**src/rtl/ula_raster_gen_if.sv**
```systemverilog
// Bundle of the pixel enable, config port and raster timing outputs of ula_raster_gen.
// slave is the generator side; master is the consumer/host side.
interface ula_raster_gen_if #(
    parameter int HC_W = 9,
    parameter int VC_W = 9
);
    logic            ce_pix;
    logic            cfg_we;
    logic [3:0]      cfg_addr;
    logic [15:0]     cfg_din;
    logic [15:0]     cfg_dout;
    logic [HC_W-1:0] hc;
    logic [VC_W-1:0] vc;
    logic            border;
    logic            hblank;
    logic            hsync;
    logic            vsync;
    logic            nINT;
    logic            line_irq;
    logic            frame_start;
    logic            flash_phase;

    modport slave (
        input  ce_pix, cfg_we, cfg_addr, cfg_din,
        output cfg_dout, hc, vc, border, hblank, hsync, vsync,
               nINT, line_irq, frame_start, flash_phase
    );

    modport master (
        output ce_pix, cfg_we, cfg_addr, cfg_din,
        input  cfg_dout, hc, vc, border, hblank, hsync, vsync,
               nINT, line_irq, frame_start, flash_phase
    );
endinterface

```
**src/rtl/ula_raster_gen.sv**
```systemverilog
// Programmable raster/interrupt timing generator. Timing registers are shadowed
// and copied to the active set at frame wrap; adds a sticky raster-line IRQ.
module ula_raster_gen #(
    parameter int HC_W     = 9,
    parameter int VC_W     = 9,
    parameter int FLASH_W  = 5,
    parameter int H_TOTAL  = 447,
    parameter int V_TOTAL  = 311,
    parameter int INT_LINE = 248,
    parameter int INT_COL  = 4,
    parameter int INT_LEN  = 64
) (
    input  logic          clk_sys,
    input  logic          reset,
    ula_raster_gen_if.slave bus
);
    localparam int          NREG  = 14;
    localparam logic [15:0] HMASK = 16'((1 << HC_W) - 1);
    localparam logic [15:0] VMASK = 16'((1 << VC_W) - 1);

    function automatic logic [15:0] reg_mask(input int idx);
        case (idx)
            1, 6, 7, 8, 13: reg_mask = VMASK;
            10:             reg_mask = 16'h007F;
            11:             reg_mask = 16'h8000 | VMASK;
            default:        reg_mask = HMASK;
        endcase
    endfunction

    function automatic logic [15:0] reg_init(input int idx);
        int v;
        case (idx)
            0:       v = H_TOTAL;
            1:       v = V_TOTAL;
            2:       v = 312;
            3:       v = 416;
            4:       v = 336;
            5:       v = 368;
            6:       v = 240;
            7:       v = 244;
            8:       v = INT_LINE;
            9:       v = INT_COL;
            10:      v = INT_LEN;
            12:      v = 256;
            13:      v = 192;
            default: v = 0;
        endcase
        reg_init = 16'(v) & reg_mask(idx);
    endfunction

    logic [15:0] shadow_q [NREG];
    logic [15:0] active_q [NREG];

    logic [HC_W-1:0]    hc_q, hc_d, hc_nx;
    logic [VC_W-1:0]    vc_q, vc_d, vc_nx;
    logic [FLASH_W-1:0] flash_q, flash_d;
    logic [6:0]         int_cnt_q, int_cnt_d;
    logic hblank_q, hblank_d, hsync_q, hsync_d, vsync_q, vsync_d;
    logic border_q, border_d, nint_q, nint_d;
    logic line_irq_q, line_irq_d, frame_start_q, frame_start_d;
    logic h_wrap, v_wrap, frame_wrap, lirq_set, lirq_ack;

    logic [HC_W-1:0] h_total, hbl_start, hbl_end, hs_start, hs_end, int_col, act_w;
    logic [VC_W-1:0] v_total, vs_start, vs_end, int_line, lirq_line, act_h;
    logic [6:0]      int_len;
    logic            lirq_en;

    // Shadow takes writes at any time; active follows shadow only on the wrap tick.
    generate
        for (genvar gi = 0; gi < NREG; gi++) begin : g_regs
            localparam logic [15:0] RST_V = reg_init(gi);
            localparam logic [15:0] MASK  = reg_mask(gi);
            always_ff @(posedge clk_sys) begin
                if (reset) begin
                    shadow_q[gi] <= RST_V;
                    active_q[gi] <= RST_V;
                end else begin
                    if (bus.cfg_we && bus.cfg_addr == 4'(gi))
                        shadow_q[gi] <= bus.cfg_din & MASK;
                    if (bus.ce_pix && frame_wrap)
                        active_q[gi] <= shadow_q[gi];
                end
            end
        end
    endgenerate

    assign h_total   = active_q[0][HC_W-1:0];
    assign v_total   = active_q[1][VC_W-1:0];
    assign hbl_start = active_q[2][HC_W-1:0];
    assign hbl_end   = active_q[3][HC_W-1:0];
    assign hs_start  = active_q[4][HC_W-1:0];
    assign hs_end    = active_q[5][HC_W-1:0];
    assign vs_start  = active_q[6][VC_W-1:0];
    assign vs_end    = active_q[7][VC_W-1:0];
    assign int_line  = active_q[8][VC_W-1:0];
    assign int_col   = active_q[9][HC_W-1:0];
    assign int_len   = active_q[10][6:0];
    assign lirq_line = active_q[11][VC_W-1:0];
    assign lirq_en   = active_q[11][15];
    assign act_w     = active_q[12][HC_W-1:0];
    assign act_h     = active_q[13][VC_W-1:0];

    logic unused_bits;
    always_comb begin
        unused_bits = 1'b0;
        for (int i = 0; i < NREG; i++) unused_bits = unused_bits ^ (^active_q[i]);
    end

    assign h_wrap     = hc_q >= h_total;
    assign v_wrap     = vc_q >= v_total;
    assign frame_wrap = h_wrap && v_wrap;
    assign hc_nx      = h_wrap ? '0 : hc_q + 1'b1;
    assign vc_nx      = h_wrap ? (v_wrap ? '0 : vc_q + 1'b1) : vc_q;
    assign lirq_set   = bus.ce_pix && lirq_en && vc_nx == lirq_line && hc_nx == '0;
    assign lirq_ack   = bus.cfg_we && bus.cfg_addr == 4'd14;

    always_comb begin
        hc_d          = hc_q;
        vc_d          = vc_q;
        flash_d       = flash_q;
        hblank_d      = hblank_q;
        hsync_d       = hsync_q;
        vsync_d       = vsync_q;
        border_d      = border_q;
        nint_d        = nint_q;
        int_cnt_d     = int_cnt_q;
        frame_start_d = frame_start_q;
        line_irq_d    = line_irq_q;
        if (bus.ce_pix) begin
            hc_d          = hc_nx;
            vc_d          = vc_nx;
            frame_start_d = frame_wrap;
            if (frame_wrap) flash_d = flash_q + 1'b1;
            // End match is tested first so start==end keeps the signal low.
            if (hc_nx == hbl_end)        hblank_d = 1'b0;
            else if (hc_nx == hbl_start) hblank_d = 1'b1;
            if (hc_nx == hs_end)         hsync_d  = 1'b0;
            else if (hc_nx == hs_start)  hsync_d  = 1'b1;
            if (vc_nx == vs_end)         vsync_d  = 1'b0;
            else if (vc_nx == vs_start)  vsync_d  = 1'b1;
            border_d = (hc_nx >= act_w) || (vc_nx >= act_h);
            if (!nint_q) begin
                if (int_cnt_q <= 7'd1) begin
                    nint_d    = 1'b1;
                    int_cnt_d = '0;
                end else begin
                    int_cnt_d = int_cnt_q - 1'b1;
                end
            end else if (vc_nx == int_line && hc_nx == int_col && int_len != '0) begin
                nint_d    = 1'b0;
                int_cnt_d = int_len;
            end
        end
        if (lirq_set)      line_irq_d = 1'b1;
        else if (lirq_ack) line_irq_d = 1'b0;
    end

    always_ff @(posedge clk_sys) begin
        if (reset) begin
            hc_q          <= '0;
            vc_q          <= '0;
            flash_q       <= '0;
            hblank_q      <= 1'b0;
            hsync_q       <= 1'b0;
            vsync_q       <= 1'b0;
            border_q      <= 1'b0;
            nint_q        <= 1'b1;
            int_cnt_q     <= '0;
            frame_start_q <= 1'b0;
            line_irq_q    <= 1'b0;
        end else begin
            hc_q          <= hc_d;
            vc_q          <= vc_d;
            flash_q       <= flash_d;
            hblank_q      <= hblank_d;
            hsync_q       <= hsync_d;
            vsync_q       <= vsync_d;
            border_q      <= border_d;
            nint_q        <= nint_d;
            int_cnt_q     <= int_cnt_d;
            frame_start_q <= frame_start_d;
            line_irq_q    <= line_irq_d;
        end
    end

    always_comb begin
        bus.cfg_dout = '0;
        if (bus.cfg_addr < 4'd14)       bus.cfg_dout = shadow_q[bus.cfg_addr];
        else if (bus.cfg_addr == 4'd14) bus.cfg_dout = {15'b0, line_irq_q};
    end

    assign bus.hc          = hc_q;
    assign bus.vc          = vc_q;
    assign bus.border      = border_q;
    assign bus.hblank      = hblank_q;
    assign bus.hsync       = hsync_q;
    assign bus.vsync       = vsync_q;
    assign bus.nINT        = nint_q;
    assign bus.line_irq    = line_irq_q;
    assign bus.frame_start = frame_start_q;
    assign bus.flash_phase = flash_q[FLASH_W-1];
endmodule
```
**src/flat_wrapper.sv**
```systemverilog
// flat-port wrapper written by rule: the top's interface ports become plain ports
module ula_raster_gen_flat 
#(
    parameter int HC_W     = 9,
    parameter int VC_W     = 9,
    parameter int FLASH_W  = 5,
    parameter int H_TOTAL  = 447,
    parameter int V_TOTAL  = 311,
    parameter int INT_LINE = 248,
    parameter int INT_COL  = 4,
    parameter int INT_LEN  = 64
)
  (clk_sys, reset, bus_ce_pix, bus_cfg_we, bus_cfg_addr, bus_cfg_din, bus_cfg_dout, bus_hc, bus_vc, bus_border, bus_hblank, bus_hsync, bus_vsync, bus_nINT, bus_line_irq, bus_frame_start, bus_flash_phase);
  ula_raster_gen_if #(.HC_W(HC_W), .VC_W(VC_W)) bus_i ();
  input  logic clk_sys;
  input  logic reset;
  input wire logic [$bits(bus_i.ce_pix)-1:0] bus_ce_pix;
  input wire logic [$bits(bus_i.cfg_we)-1:0] bus_cfg_we;
  input wire logic [$bits(bus_i.cfg_addr)-1:0] bus_cfg_addr;
  input wire logic [$bits(bus_i.cfg_din)-1:0] bus_cfg_din;
  output wire logic [$bits(bus_i.cfg_dout)-1:0] bus_cfg_dout;
  output wire logic [$bits(bus_i.hc)-1:0] bus_hc;
  output wire logic [$bits(bus_i.vc)-1:0] bus_vc;
  output wire logic [$bits(bus_i.border)-1:0] bus_border;
  output wire logic [$bits(bus_i.hblank)-1:0] bus_hblank;
  output wire logic [$bits(bus_i.hsync)-1:0] bus_hsync;
  output wire logic [$bits(bus_i.vsync)-1:0] bus_vsync;
  output wire logic [$bits(bus_i.nINT)-1:0] bus_nINT;
  output wire logic [$bits(bus_i.line_irq)-1:0] bus_line_irq;
  output wire logic [$bits(bus_i.frame_start)-1:0] bus_frame_start;
  output wire logic [$bits(bus_i.flash_phase)-1:0] bus_flash_phase;
  assign bus_i.ce_pix = bus_ce_pix;
  assign bus_i.cfg_we = bus_cfg_we;
  assign bus_i.cfg_addr = bus_cfg_addr;
  assign bus_i.cfg_din = bus_cfg_din;
  assign bus_cfg_dout = bus_i.cfg_dout;
  assign bus_hc = bus_i.hc;
  assign bus_vc = bus_i.vc;
  assign bus_border = bus_i.border;
  assign bus_hblank = bus_i.hblank;
  assign bus_hsync = bus_i.hsync;
  assign bus_vsync = bus_i.vsync;
  assign bus_nINT = bus_i.nINT;
  assign bus_line_irq = bus_i.line_irq;
  assign bus_frame_start = bus_i.frame_start;
  assign bus_flash_phase = bus_i.flash_phase;
  ula_raster_gen #(.HC_W(HC_W), .VC_W(VC_W), .FLASH_W(FLASH_W), .H_TOTAL(H_TOTAL), .V_TOTAL(V_TOTAL), .INT_LINE(INT_LINE), .INT_COL(INT_COL), .INT_LEN(INT_LEN)) u_core (.clk_sys(clk_sys), .reset(reset), .bus(bus_i));
endmodule
```
**config.mk**
```make
export PLATFORM = sky130hd
export DESIGN_NAME = ula_raster_gen_flat
export DESIGN_NICKNAME = d
export VERILOG_FILES = /design/src/rtl/ula_raster_gen_if.sv /design/src/rtl/ula_raster_gen.sv /design/src/flat_wrapper.sv
export SDC_FILE = /design/constraint.sdc
export NUM_CORES = 1
export LEC_CHECK = 0
export ABC_CLOCK_PERIOD_IN_PS = 4600
export BUFFER_PORTS_ARGS = -buffer_cell sky130_fd_sc_hd__buf_2
export CAP_MARGIN = 20
export CORE_MARGIN = 2
export CORE_UTILIZATION = 30
export DETAILED_ROUTE_END_ITERATION = 8
export PLACE_DENSITY = 0.57
export SLEW_MARGIN = 15
export SYNTH_ARGS = -nofsm -noshare
export SYNTH_HDL_FRONTEND = slang
export SYNTH_SLANG_ARGS = --single-unit
```
**constraint.sdc**
```tcl
create_clock -name clk_sys -period 4.6 [get_ports clk_sys]
set_input_delay 0.46 -clock clk_sys [delete_from_list [all_inputs] [get_ports clk_sys]]
set_output_delay 0.46 -clock clk_sys [all_outputs]
set_load 0.02 [all_outputs]
```
After elaboration in Yosys (flattened, before gate mapping)
Memories as Yosys holds them, arrays and structs flattened.
Index checks and enable logic that the tools add are counted.

operators by class
  $add $sub $neg = 4
  multipliers = 0
  div/mod/pow operators = 0
  $lt $le $gt $ge = 6
  equal/unequal tests = 24
  shift operators = 0
  mux-type cells = 94
  bitwise gates (word level) = 28
  reduce and logical (&&, ||, !) cells = 35

operators by type and width
  kind                 number
  $mux 16              15
  $mux 10              14
  $eq 9x9->1           9
  $mux 1               59
  $ge 9x9->1           4
  $eq 4x4->1 const B   7
  $or 1x1->1           28
  $mux 9               3
  $logic_and 1x1->1    22
  $mux 7               3
  $add 9x1->9 const B  2
  $eq 4x3->1 const B   4
  $reduce_and 2->1     5
  $logic_not 9->1      1
  $eq 4x2->1 const B   2
  $reduce_bool 2->1    4
  $le 7x1->1 const B   1
  $reduce_bool 7->1    1
  $sub 7x1->7 const B  1
  $add 5x1->5 const B  1
  $eq 4x1->1 const B   1
  $logic_not 4->1      1
  $lt 4x4->1 const B   1
  $ne 2x2->1 const B   1
  $logic_or 1x1->1     1

word-level totals
  bits in registers = 37
  bits in latches = 0
  RAM bits = 364
  ROM bits = 0
  word-level logic and storage cells = 204
  memories kept = 2

memory list
  name             words  bits a word  rd ports  clocked after Yosys merged registers in  wr ports  line                  text
  u_core.active_q  14     16           14        0                                        14        ula_raster_gen.sv:52  logic [15:0] active_q [NREG];
  u_core.shadow_q  14     10           15        0                                        14        ula_raster_gen.sv:51  logic [15:0] shadow_q [NREG];

Logic depth before layout (Yosys ltp)
An unclocked memory read counts as a cell.

  depth in word-level cells = 9
  depth in mapped cells = 18

Least setup slack after synthesis
Ideal clock, no wire load.

  path type = reg2reg
  from = register u_core.hc_q[0] (netlist: u_core.bus.hc[0])
  to = memory u_core.active_q[0][0] (enable)
  data arrival time = 4088 ps
  data required time = 3506 ps
  setup slack = -583 ps
  stages on the path, launching flop included = 10
  buffers on the path = 2
  period minus slack after synthesis = 5183 ps
  cell sequence = dfxtp_1 -> inv_1 -> ha_1 -> nor2b_1 -> o21ai_1 -> a211o_1 -> clkbuf_1 -> nand3_1 -> clkbuf_1 -> nand2_1

RTL lines
  what                      line                   text
  start: declaration        ula_raster_gen.sv:54   logic [HC_W-1:0] hc_q, hc_d, hc_nx;
  start signal: assignment  ula_raster_gen.sv:160  hc_q <= '0;
  start signal: assignment  ula_raster_gen.sv:172  hc_q <= hc_d;
  end: declaration          ula_raster_gen.sv:52

Final worst setup path
  from = register u_core.hc_q[0] (netlist: u_core.bus.hc[0])
  to = register u_core.border_q (netlist: u_core.bus.border)

between the ends
  longest elaborated chain between the ends = 4

RTL lines
  what                                       line                                          text
  $add 9x1->9 or $ge 9x9->1 (tied branches)  ula_raster_gen.sv:112, ula_raster_gen.sv:109
  $mux 9 (on tied branches)                  ula_raster_gen.sv:112, ula_raster_gen.sv:113
  $ge 9x9->1                                 ula_raster_gen.sv:141                         border_d = (hc_nx >= act_w) || (vc_nx >= act_h);
  $logic_or 1x1->1 *                         ula_raster_gen.sv:141
  end signal: assignment                     ula_raster_gen.sv:178                         border_q <= border_d;
  end: declaration                           ula_raster_gen.sv:59                          logic border_q, border_d, nint_q, nint_d;

Every way passes the cells marked *; elsewhere a longest branch is shown, timed or not.
A chain may end at the register's enable or synchronous reset.

==> results.json <==
{
  "yosysSeqAreaShare_pct": 56.9,
  "synth_edf_count": 250,
  "cts-root-buf": "clkbuf_16",
  "dpl.hpwl_mm": 30.2,
  "dp_cells": 1856,
  "overflow": 0,
  "grt_pass1_wl_mm": 64.9,
  "met2_length_mm": 19.4,
  "clockBufferDepth": 3,
  "fin_worst_skew_ns": 0.0306,
  "period_needed_ns": 4.12,
  "p_leak_nw": 6.38,
  "ios": 66,
  "grt_max_degree": 84,
  "hold_path.class": "primary input to flip-flop",
  "setup_ws_ns": 0.482,
  "wl_mm": 43.7,
  "slew_viol_final": 0,
  "antenna_found_initial": 2,
  "max_freq_mhz": 243,
  "gp_congestion": 0.884,
  "synth.area.top_cells": "edfxtp_1 (52%), dfxtp_1 (5.1%), mux4_2 (4.0%), ha_1 (3.5%), or3_1 (3.5%)",
  "holdWs_ns": 0.257,
  "setup_viol": 0,
  "cts_buffers": 34,
  "p_sw_share_pct": 24.7,
  "synth_top_area_cell": "edfxtp_1",
  "initial_core_util_pct": 30.4,
  "syn-mean-instance-area_um2": 11.9,
  "clockPowerShare_pct": 42.1,
  "finalNonFillerCells": 1916,
  "synthCells": 1215,
  "crit_path_start_kind": "flip-flop",
  "drive_above_1_share_pct": 15.1,
  "maxCapViolations": 0,
  "ir_worst_vdd_mv": 0.292,
  "cts_setup_buffers": 0,
  "grt_pass1_vias": 9879,
  "wl_met1_mm": 20.0,
  "cp.arrival_ns": 4.50,
  "cts_htree_levels": 2,
  "p_sw_w": 0.00152,
  "layout.nets": 1342,
  "die_y_um": 224,
  "antenna_left": 0,
  "path_class": "flip-flop to flip-flop",
  "routed.top_layer": "met4",
  "yosysTopAreaCellShare_pct": 51.8,
  "power_frac_comb_pct": 9.2,
  "drtIter0Drc": 1018,
  "vias": 10100,
  "syn_to_final_growth_pct": 15.4,
  "cts_tree": "yes",
  "relSlewSlack_pct": 22.6,
  "path_clk_slew_ns": 0.06,
  "grt_use_total_pct": 17.5,
  "synth-warning-count": 0,
  "synth-seq-cells": 287,
  "status": "finished, final reports clean",
  "p_int_w": 0.00463,
  "drcViolationCount": 0,
  "clock_sinks": 287,
  "min_period_over_period_pct": 89.5,
  "diodes": 0,
  "io_buffers": 53,
  "die_w_um": 224,
  "crit_fanout": 14,
  "post_cts_resized": 0,
  "yosysMostFrequentCell": "edfxtp_1",
  "detail_route.first_pass.iterations": 7,
  "rows": 80,
  "routedWlPerCell_um": 22.8,
  "pre_cts_ws_ns": 0.537,
  "vias_per_cell": 5.28,
  "core_area_mm2": 0.0477,
  "setup_tns_ns": 0,
  "power_frac_seq_pct": 48.7,
  "synth.distinct_cells": 70,
  "ctsHoldBuffers": 0,
  "pwr_density_cell_mw_per_mm2": 368,
  "dieArea_mm2": 0.0501,
  "worst_pin_slew_ns": 1.16,
  "synth_ff_type": "edfxtp_1",
  "synth-async-reset-ratio_pct": 0,
  "total_power_w": 0.00615,
  "yosys-top-cells-count": "edfxtp_1 (250), or3_1 (82), and3_1 (80), clkbuf_1 (77), and2_1 (74)",
  "synthesis.area_mm2": 0.0145,
  "clk-insertion-delay-late_ns": 0.54,
  "cp.required_ns": 4.98,
  "rsz0062_at_grt": "no",
  "wl_met3_mm": 3.02,
  "hold_viol": 0,
  "cp-end-kind": "flip-flop"
}
registers in the layout, summed over array words and instances, names as in the netlist, 5 cells and up:
name / cells
u_core.flash_q: 5
u_core.shadow_q: 125
u_core.bus.hc: 9
u_core.int_cnt_q: 7
u_core.active_q: 125
u_core.bus.vc: 9
layer usage:
| layer | GRT usage (%) | vias up |
|---|---|---|
| met5 | 0 | - |
| met4 | 5.78 | 0 |
| met3 | 2.48 | 67 |
| met2 | 26.8 | 422 |
| met1 | 25.6 | 5034 |
| li1 | - | 4586 |
logic make-up (layout without fill, tap and decap cells):
family	count (synthesis)	count (layout)	share of synthesized area [%]
buf+inv	142	223	3.83
other cells	1	6	0.0259
fa+ha+maj	41	41	3.54
xor+xnor	88	88	5.61
compound gates	148	148	6.86
mux	44	44	5.28
simple gates	464	464	17.9
flops	287	287	56.9
final timing paths:
path / start / to / slack (ns) / depth (start not counted)
max: u_core.bus.hc[0]$_SDFFE_PP0P_ / u_core.bus.border$_SDFFE_PP0P_ / 0.48 / 17
min: bus_cfg_din[15] / u_core.shadow_q[11][9]$_SDFFCE_PN0P_ / 0.26 / 2
max reg2reg: u_core.bus.hc[0]$_SDFFE_PP0P_ / u_core.bus.border$_SDFFE_PP0P_ / 0.48 / 17
min reg2reg: u_core.bus.frame_start$_SDFFE_PP0P_ / u_core.bus.frame_start$_SDFFE_PP0P_ / 0.47 / 2
area by class of cell:
cell class,count,area [µm²]
Fill cell,4613,31000
Clock inverter,20,175
Tap cell,615,769
Timing Repair Buffer,107,708
Sequential cell,287,8250
Clock buffer,40,895
Multi-Input combinational cell,791,5720
Inverter,56,210
through the flow:
| stage | util [%] | area, µm² |
|---|---|---|
| final | 35.0 | 16700 |
| after CTS | 35.0 | 16700 |
| after global placement | 32.8 | 15700 |
| after global routing | 35.0 | 16700 |
| after floorplan | - | 14500 |
| after detailed placement | 32.8 | 15700 |
power by group through the flow:
stage / Clock, W / Combinational [W] / Sequential, W
CTS: 0.00263 / 0.000561 / 0.00299
global placement: 0 / 0.000555 / 0.00305
finish: 0.00259 / 0.000563 / 0.00300
global route: 0.00274 / 0.000603 / 0.00300
floorplan: 0 / 0.000325 / 0.00303
detailed placement: 0 / 0.000558 / 0.00305
placed cells by master (no fill, tap or decap), drive strengths merged, types with 4 or more instances in the layout:
| master | Yosys | layout |
|---|---|---|
| nor2 | 67 | 67 |
| clkbuf | 77 | 40 |
| xor2 | 42 | 42 |
| o311ai | 4 | 4 |
| nand2b | 14 | 14 |
| buf | 9 | 107 |
| and3 | 80 | 80 |
| nor3 | 28 | 28 |
| o22ai | 5 | 5 |
| nand2 | 51 | 51 |
| xnor2 | 43 | 43 |
| clkinv | 1 | 13 |
| and2 | 75 | 75 |
| inv | 55 | 58 |
| o211ai | 6 | 6 |
| mux4 | 26 | 26 |
| edfxtp | 250 | 250 |
| a211oi | 11 | 11 |
| nor4 | 16 | 16 |
| nand4 | 9 | 9 |
| or3 | 82 | 82 |
| a21o | 12 | 12 |
| mux2i | 18 | 18 |
| a21oi | 36 | 36 |
| o21ai | 36 | 36 |
| conb | 1 | 6 |
| nor2b | 5 | 5 |
| ha | 41 | 41 |
| a311oi | 4 | 4 |
| nand3 | 19 | 19 |
| or4 | 5 | 5 |
| dfxtp | 37 | 37 |
critical path, stage by stage (launching register included):
cell      delay (ns)
dfxtp_1         0.47
inv_1           0.13
ha_1            0.30
nor2b_1         0.04
o21ai_1         0.27
a211o_1         0.54
mux2i_1         0.47
ha_1            0.30
nand2b_1        0.14
a21o_1          0.17
a21o_1          0.16
a21o_1          0.18
a21o_1          0.17
a21o_1          0.17
a21oi_1         0.13
nor2b_1         0.05
o21ai_0         0.16
a311oi_1        0.11
(Power assumes the default switching activity.)
